### config.mk
export PLATFORM = sky130hd
export DESIGN_NAME = fft_magnitude
export DESIGN_NICKNAME = d
export VERILOG_FILES = /design/src/rtl/fft_magnitude.sv
export SDC_FILE = /design/constraint.sdc
export NUM_CORES = 2
export LEC_CHECK = 0
export CORE_AREA = 5 5 332 334
export CTS_CLUSTER_SIZE = 20
export DETAILED_ROUTE_END_ITERATION = 6
export DIE_AREA = 0 0 337 339
export GPL_TIMING_DRIVEN = 1
export HOLD_SLACK_MARGIN = 0.08
export PLACE_DENSITY = 0.69
export SYNTH_ARGS = -nofsm -noshare
export SYNTH_HDL_FRONTEND = slang
export SYNTH_SLANG_ARGS = --single-unit
### constraint.sdc
create_clock -name clk -period 11.7 [get_ports clk]
set_input_delay 2.34 -clock clk [delete_from_list [all_inputs] [get_ports clk]]
set_output_delay 2.34 -clock clk [all_outputs]
set_load 0.01 [all_outputs]
### src/rtl/fft_magnitude.sv
// ---------------------------------------------------------------------------
// fft_magnitude
//
// Converts a block of complex FFT bins into unsigned magnitude "bars" using
// the alpha-max-plus-beta-min approximation:
//     mag = max(|re|,|im|) + min(|re|,|im|)/4 + min(|re|,|im|)/8
//
// A conversion is started with a four-phase start/done handshake. On the
// start edge the whole input block is snapshotted, then one bin is
// processed per clock into a shadow array. The visible bars update all at
// once on the edge that processes the last bin, so downstream logic never
// sees a half-updated frame.
//
// Parameters
//   NBINS  number of frequency bins
//   W      width of each real/imag component and of each magnitude
//
// Ports
//   clk    clock, all logic on the rising edge
//   rst    synchronous active-high reset
//   start  handshake request level
//   freqs  per-bin {re, im}, two's complement, re in [2W-1:W]
//   bars   per-bin unsigned magnitude, registered
//   done   handshake acknowledge, registered
//   busy   high while a conversion is in progress, registered
// ---------------------------------------------------------------------------
module fft_magnitude #(
    parameter int NBINS = 16,
    parameter int W     = 18
) (
    input  logic                          clk,
    input  logic                          rst,
    input  logic                          start,
    input  logic [NBINS-1:0][2*W-1:0]     freqs,
    output logic [NBINS-1:0][W-1:0]       bars,
    output logic                          done,
    output logic                          busy
);

    localparam int IW = (NBINS > 1) ? $clog2(NBINS) : 1;
    localparam logic [IW-1:0] LAST_IDX = IW'(NBINS - 1);

    typedef enum logic [1:0] {
        IDLE,
        CALC,
        DONE
    } state_t;

    state_t              state_reg;
    logic [IW-1:0]       idx_reg;
    logic                done_reg;
    logic                busy_reg;

    // Snapshot of the input block, gathered from the per-bin registers
    logic [NBINS-1:0][2*W-1:0] snap_bus;

    // Control strobes shared by every bin slice
    logic snap_en;
    logic calc_en;
    logic commit_en;

    assign snap_en   = (state_reg == IDLE) && start;
    assign calc_en   = (state_reg == CALC);
    assign commit_en = calc_en && (idx_reg == LAST_IDX);

    // -----------------------------------------------------------------------
    // Magnitude datapath for the bin currently addressed by idx_reg
    // -----------------------------------------------------------------------
    logic [2*W-1:0] cur_bin;
    logic [W-1:0]   re_val;
    logic [W-1:0]   im_val;
    logic [W-1:0]   re_abs;
    logic [W-1:0]   im_abs;
    logic [W-1:0]   mx;
    logic [W-1:0]   mn;
    logic [W-1:0]   mag_next;

    always_comb begin
        cur_bin = snap_bus[idx_reg];
        re_val  = cur_bin[2*W-1:W];
        im_val  = cur_bin[W-1:0];
        // Negating the most negative value wraps back to 2^(W-1), which is
        // exactly the right unsigned magnitude, so no special case is needed.
        re_abs  = re_val[W-1] ? (~re_val + W'(1)) : re_val;
        im_abs  = im_val[W-1] ? (~im_val + W'(1)) : im_val;
        if (re_abs >= im_abs) begin
            mx = re_abs;
            mn = im_abs;
        end else begin
            mx = im_abs;
            mn = re_abs;
        end
        // Worst case is 1.375 * 2^(W-1) < 2^W, so the sum cannot overflow W bits
        mag_next = mx + (mn >> 2) + (mn >> 3);
    end

    // -----------------------------------------------------------------------
    // Per-bin storage: snapshot, shadow result and visible bar
    // -----------------------------------------------------------------------
    generate
        for (genvar gi = 0; gi < NBINS; gi++) begin : g_bin
            logic [2*W-1:0] snap_reg;
            logic [W-1:0]   shadow_reg;
            logic [W-1:0]   bars_reg;

            always_ff @(posedge clk) begin
                if (rst) begin
                    snap_reg   <= '0;
                    shadow_reg <= '0;
                    bars_reg   <= '0;
                end else begin
                    if (snap_en) begin
                        snap_reg <= freqs[gi];
                    end
                    if (calc_en && (idx_reg == IW'(gi))) begin
                        shadow_reg <= mag_next;
                    end
                    // The last bin's result is still in flight on the commit
                    // edge, so it bypasses the shadow and goes straight out.
                    if (commit_en) begin
                        bars_reg <= (gi == NBINS - 1) ? mag_next : shadow_reg;
                    end
                end
            end

            assign snap_bus[gi] = snap_reg;
            assign bars[gi]     = bars_reg;
        end
    endgenerate

    // -----------------------------------------------------------------------
    // Control FSM
    // -----------------------------------------------------------------------
    always_ff @(posedge clk) begin
        if (rst) begin
            state_reg <= IDLE;
            idx_reg   <= '0;
            done_reg  <= 1'b0;
            busy_reg  <= 1'b0;
        end else begin
            case (state_reg)
                IDLE: begin
                    if (start) begin
                        state_reg <= CALC;
                        idx_reg   <= '0;
                        busy_reg  <= 1'b1;
                    end
                end
                CALC: begin
                    // start is deliberately ignored here
                    if (idx_reg == LAST_IDX) begin
                        state_reg <= DONE;
                        idx_reg   <= '0;
                        busy_reg  <= 1'b0;
                        done_reg  <= 1'b1;
                    end else begin
                        idx_reg <= idx_reg + IW'(1);
                    end
                end
                DONE: begin
                    // Wait for the requester to drop start before re-arming
                    if (!start) begin
                        state_reg <= IDLE;
                        done_reg  <= 1'b0;
                    end
                end
                default: begin
                    state_reg <= IDLE;
                    idx_reg   <= '0;
                    done_reg  <= 1'b0;
                    busy_reg  <= 1'b0;
                end
            endcase
        end
    end

    assign done = done_reg;
    assign busy = busy_reg;

endmodule

==> parameters.txt <==
Parameter                              Value

Timing
  Final hold violation count    0
  Setup slack of the critical path after layout    0.842 ns
  Final count of pins violating max slew    0
  Post-layout min period    10.86 ns
  Final Cycle Share    0.928
  Slew headroom    0.0255
  Final Setup Violations    0
  Highest Clock Rate    0.0921 GHz
  Transition time of the tightest slew-check pin    1.46 ns
  Total Neg Setup Slack    0 ns
  Setup repair after global routing missed its margin    false
  Final worst clock skew    0.0333 ns
  Post-route worst hold slack    0.447 ns

Placement
  Placement Setup Slack    0.846 ns
  Dpl cells    7458
  Placed standard-cell area    55400 um2
  Dpl hpwl    125000 um
  Port Buf Inserts    868
  Placer's final routability congestion estimate    0.954

Logic synthesis
  Post-Synthesis Cell Area    46200 um2
  Post-synthesis register bit count    1142
  Post-synth cell types    67
  Post-Syn Instances    5585
  Cell taking the most area after synthesis    dfxtp_1
  Average instance area after synthesis    8.27 um2
  EDFF count, synth    0
  Ys flop type    dfxtp_1
  Top post-synthesis cells by area    dfxtp_1 (50%), nand2_1 (16%), a21oi_1 (12%), mux4_2 (6.2%), clkbuf_1 (2.9%)
  Share of the synthesized area in the top cell type    0.495
  Share of synthesized area occupied by flip-flops and latches    0.495
  Async SR Flop Fraction    0
  Count of yosys warnings during synthesis    0
  Nets in the synthesized netlist    6219

Setup path
  Classification of the worst setup path    reg2reg
  R2R Setup Slk    0.84 ns
  Capturing point of the worst reg2reg path    g_bin[11].shadow_reg[17]$_SDFFE_PP0P_
  Cell class contributing the biggest share of worst-path delay    compound AO/OA/AOI/OAI gates
  Depth of the most critical reg-to-reg path    35
  Critical Path Start Type    register
  Launching element of the worst setup path    idx_reg[0]$_SDFFE_PP0P_
  Setup crit end kind    register
  Most Frequent Cell on Critical Path    o21ai_0
  Last element of the critical path    g_bin[11].shadow_reg[17]$_SDFFE_PP0P_
  Library cell contributing the largest single delay on the critical path    dfxtp_4
  Total stage count of the critical path    35
  RR Startpoint    idx_reg[0]$_SDFFE_PP0P_
  Crit path buf inv count    4
  Required time reported for the critical path endpoint    12.29 ns
  Longest individual stage delay on the worst path    0.89 ns
  Data arrival time at the worst-slack endpoint    11.45 ns
  Top fanout value on the critical path    47

Power
  Clock network power share    0.291
  Switch share    0.419
  Switching pwr    0.00533 W
  Leakage power    21.0 nW
  Combinational Power Share    0.383
  Power per standard cell area    215 nW/um2
  Worst vdd ir    0.425 mV
  Sequential share of power    0.325
  Cell-internal power    0.00738 W

Global route
  Total global-route track usage    0.290
  Global route overflow    0
  Largest net degree at the start of global routing    259
  Initial antenna violation count    40
  Via count of the first global-routing pass    39400
  Wire length of the first global-routing pass    251000 um

Routing
  Number of violations reported at the end of detailed-routing iteration 0    3978
  Detailed Route WL    174000 um
  Avg WL per Cell    22.7 um
  Number of nets with antenna violations after detailed routing    0
  Count of vias placed by the detailed router    41700
  Number of search-and-repair iterations in the first detailed-routing pass    7
  Vias per Instance    5.42
  Post-route DRC    0

Floorplanning
  Count of pins on the block boundary    869
  Width of the die    337 um
  Area of the die    114000 um2
  Core Area    107000 um2
  Die Ht    339 um
  # rows    120
  Initial standard-cell utilization of the core    0.433

Clocking
  Clock tree from TritonCTS    built
  Clock buffer depth    3
  Worst skew pair latency    0.72 ns
  Total clock buffers created by CTS    113
  Root buffer cell    clkbuf_16
  Clock transition at the register clock pins on the worst setup and hold paths after CTS    0.06 ns
  Gates resized, CTS repair    0
  Htree depth    3
  Hold-fix buffer count after cts    0
  Clk sinks    1142
  Buffer count from post-CTS setup fixing    0

Layout
  Number of flip-flops in the largest register    576
  Number of standard cells in the layout, taps in and fillers out    7689
  Most frequent cells in the layout    nand2_1 (2029), dfxtp_1 (1138), a21oi_1 (1106)
  Area delta synth->final    28.2%
  Ratio of cells with drive above 1 in the final layout    0.0655
  Final Cell Area    59200 um2
  Number of nets in the finished design    6804
  Most common cell after layout, fill and taps aside    nand2_1

Status
  Result of the run    complete, no violations

Run
  Maximum Capacitance Violations    0

Worst hold path
  Class of the worst hold path    reg2reg
[tightest hold or removal path, stage by stage, from the launching register on]
cell	delay (ns)
dfxtp_1	0.31
nand2_1	0.05
a21oi_1	0.05
[metrics by stage]
stage | power (W) | utilization
2_1_floorplan | 0.00632 | -
3_3_place_gp | 0.00919 | 0.519
3_5_place_dp | 0.00920 | 0.519
4_1_cts | 0.0129 | 0.555
5_1_grt | 0.0132 | 0.555
6_report | 0.0127 | 0.555
[Yosys cell counts (14+ instances only)]
cell type  number
inv_1          47
buf_4          27
buf_1          27
a311oi_1       18
xnor2_1        25
fa_1           14
nand2_1      2029
clkbuf_1      362
nor2_1        272
a21oi_1      1106
a22oi_1        32
mux4_1         30
o21ai_0        27
ha_1           41
xor2_1         17
mux4_2        127
a211oi_1       37
dfxtp_1      1142
buf_2          16
[logic make-up (layout without fill, tap and decap cells)]
| logic type | after synthesis | after routing | share of synthesized area |
|---|---|---|---|
| XOR/XNOR | 43 | 43 | 0.00832 |
| buffers and inverters | 494 | 1172 | 0.0460 |
| multiplexers | 173 | 173 | 0.0829 |
| adder cells (fa/ha/maj) | 55 | 55 | 0.0172 |
| flip-flops | 1142 | 1142 | 0.495 |
| AO/OA/AOI/OAI | 1294 | 1294 | 0.152 |
| AND/OR/NAND/NOR | 2384 | 2384 | 0.198 |
| other | 0 | 23 | 0 |
[power by group through the flow]
stage / Clock (W) / Combinational [W] / Sequential [W]
after global placement: 0 / 0.00498 / 0.00422
final: 0.00370 / 0.00487 / 0.00414
after CTS: 0.00374 / 0.00499 / 0.00413
after global routing: 0.00391 / 0.00514 / 0.00415
after floorplan: 0 / 0.00215 / 0.00417
after detailed placement: 0 / 0.00498 / 0.00422
[layout make-up]
type / count / area, um2
diodes: 23 / 57.6
well taps: 1403 / 1760
clock buffers: 166 / 3270
repair buffers: 917 / 9170
inverters: 47 / 176
multi-input cells: 3949 / 21400
fillers: 9905 / 47400
clock inverters: 42 / 508
flip-flops and latches: 1142 / 22900
[layer usage]
| metal | wire (um) | track usage | share of wire | up-vias |
|---|---|---|---|---|
| met5 | 207 | 0 | 0.0012 | - |
| met4 | 9410 | 0.138 | 0.054 | 26 |
| met3 | 12000 | 0.0605 | 0.069 | 387 |
| met2 | 86300 | 0.503 | 0.50 | 1542 |
| met1 | 66400 | 0.344 | 0.38 | 19900 |
| li1 | - | - | - | 19800 |
[worst min-delay path by stage]
| stage | slack (ns) | from | to | cells past startpoint |
|---|---|---|---|---|
| 6_report | 0.45 | g_bin[2].shadow_reg[13]$_SDFFE_PP0P_ | g_bin[2].bars_reg[13]$_SDFFE_PP0P_ | 2 |
| 5_1_grt | 0.46 | g_bin[9].shadow_reg[3]$_SDFFE_PP0P_ | g_bin[9].bars_reg[3]$_SDFFE_PP0P_ | 2 |
| 4_1_cts | 0.44 | g_bin[4].shadow_reg[9]$_SDFFE_PP0P_ | g_bin[4].bars_reg[9]$_SDFFE_PP0P_ | 2 |
| 3_5_place_dp | 0.44 | g_bin[2].shadow_reg[13]$_SDFFE_PP0P_ | g_bin[2].bars_reg[13]$_SDFFE_PP0P_ | 2 |
| 3_3_place_gp | 0.44 | g_bin[1].shadow_reg[5]$_SDFFE_PP0P_ | g_bin[1].bars_reg[5]$_SDFFE_PP0P_ | 2 |
| 2_1_floorplan | 0.43 | g_bin[13].snap_reg[10]$_SDFFE_PP0P_ | g_bin[13].snap_reg[10]$_SDFFE_PP0P_ | 2 |
Power figures use the tool's default switching activity.
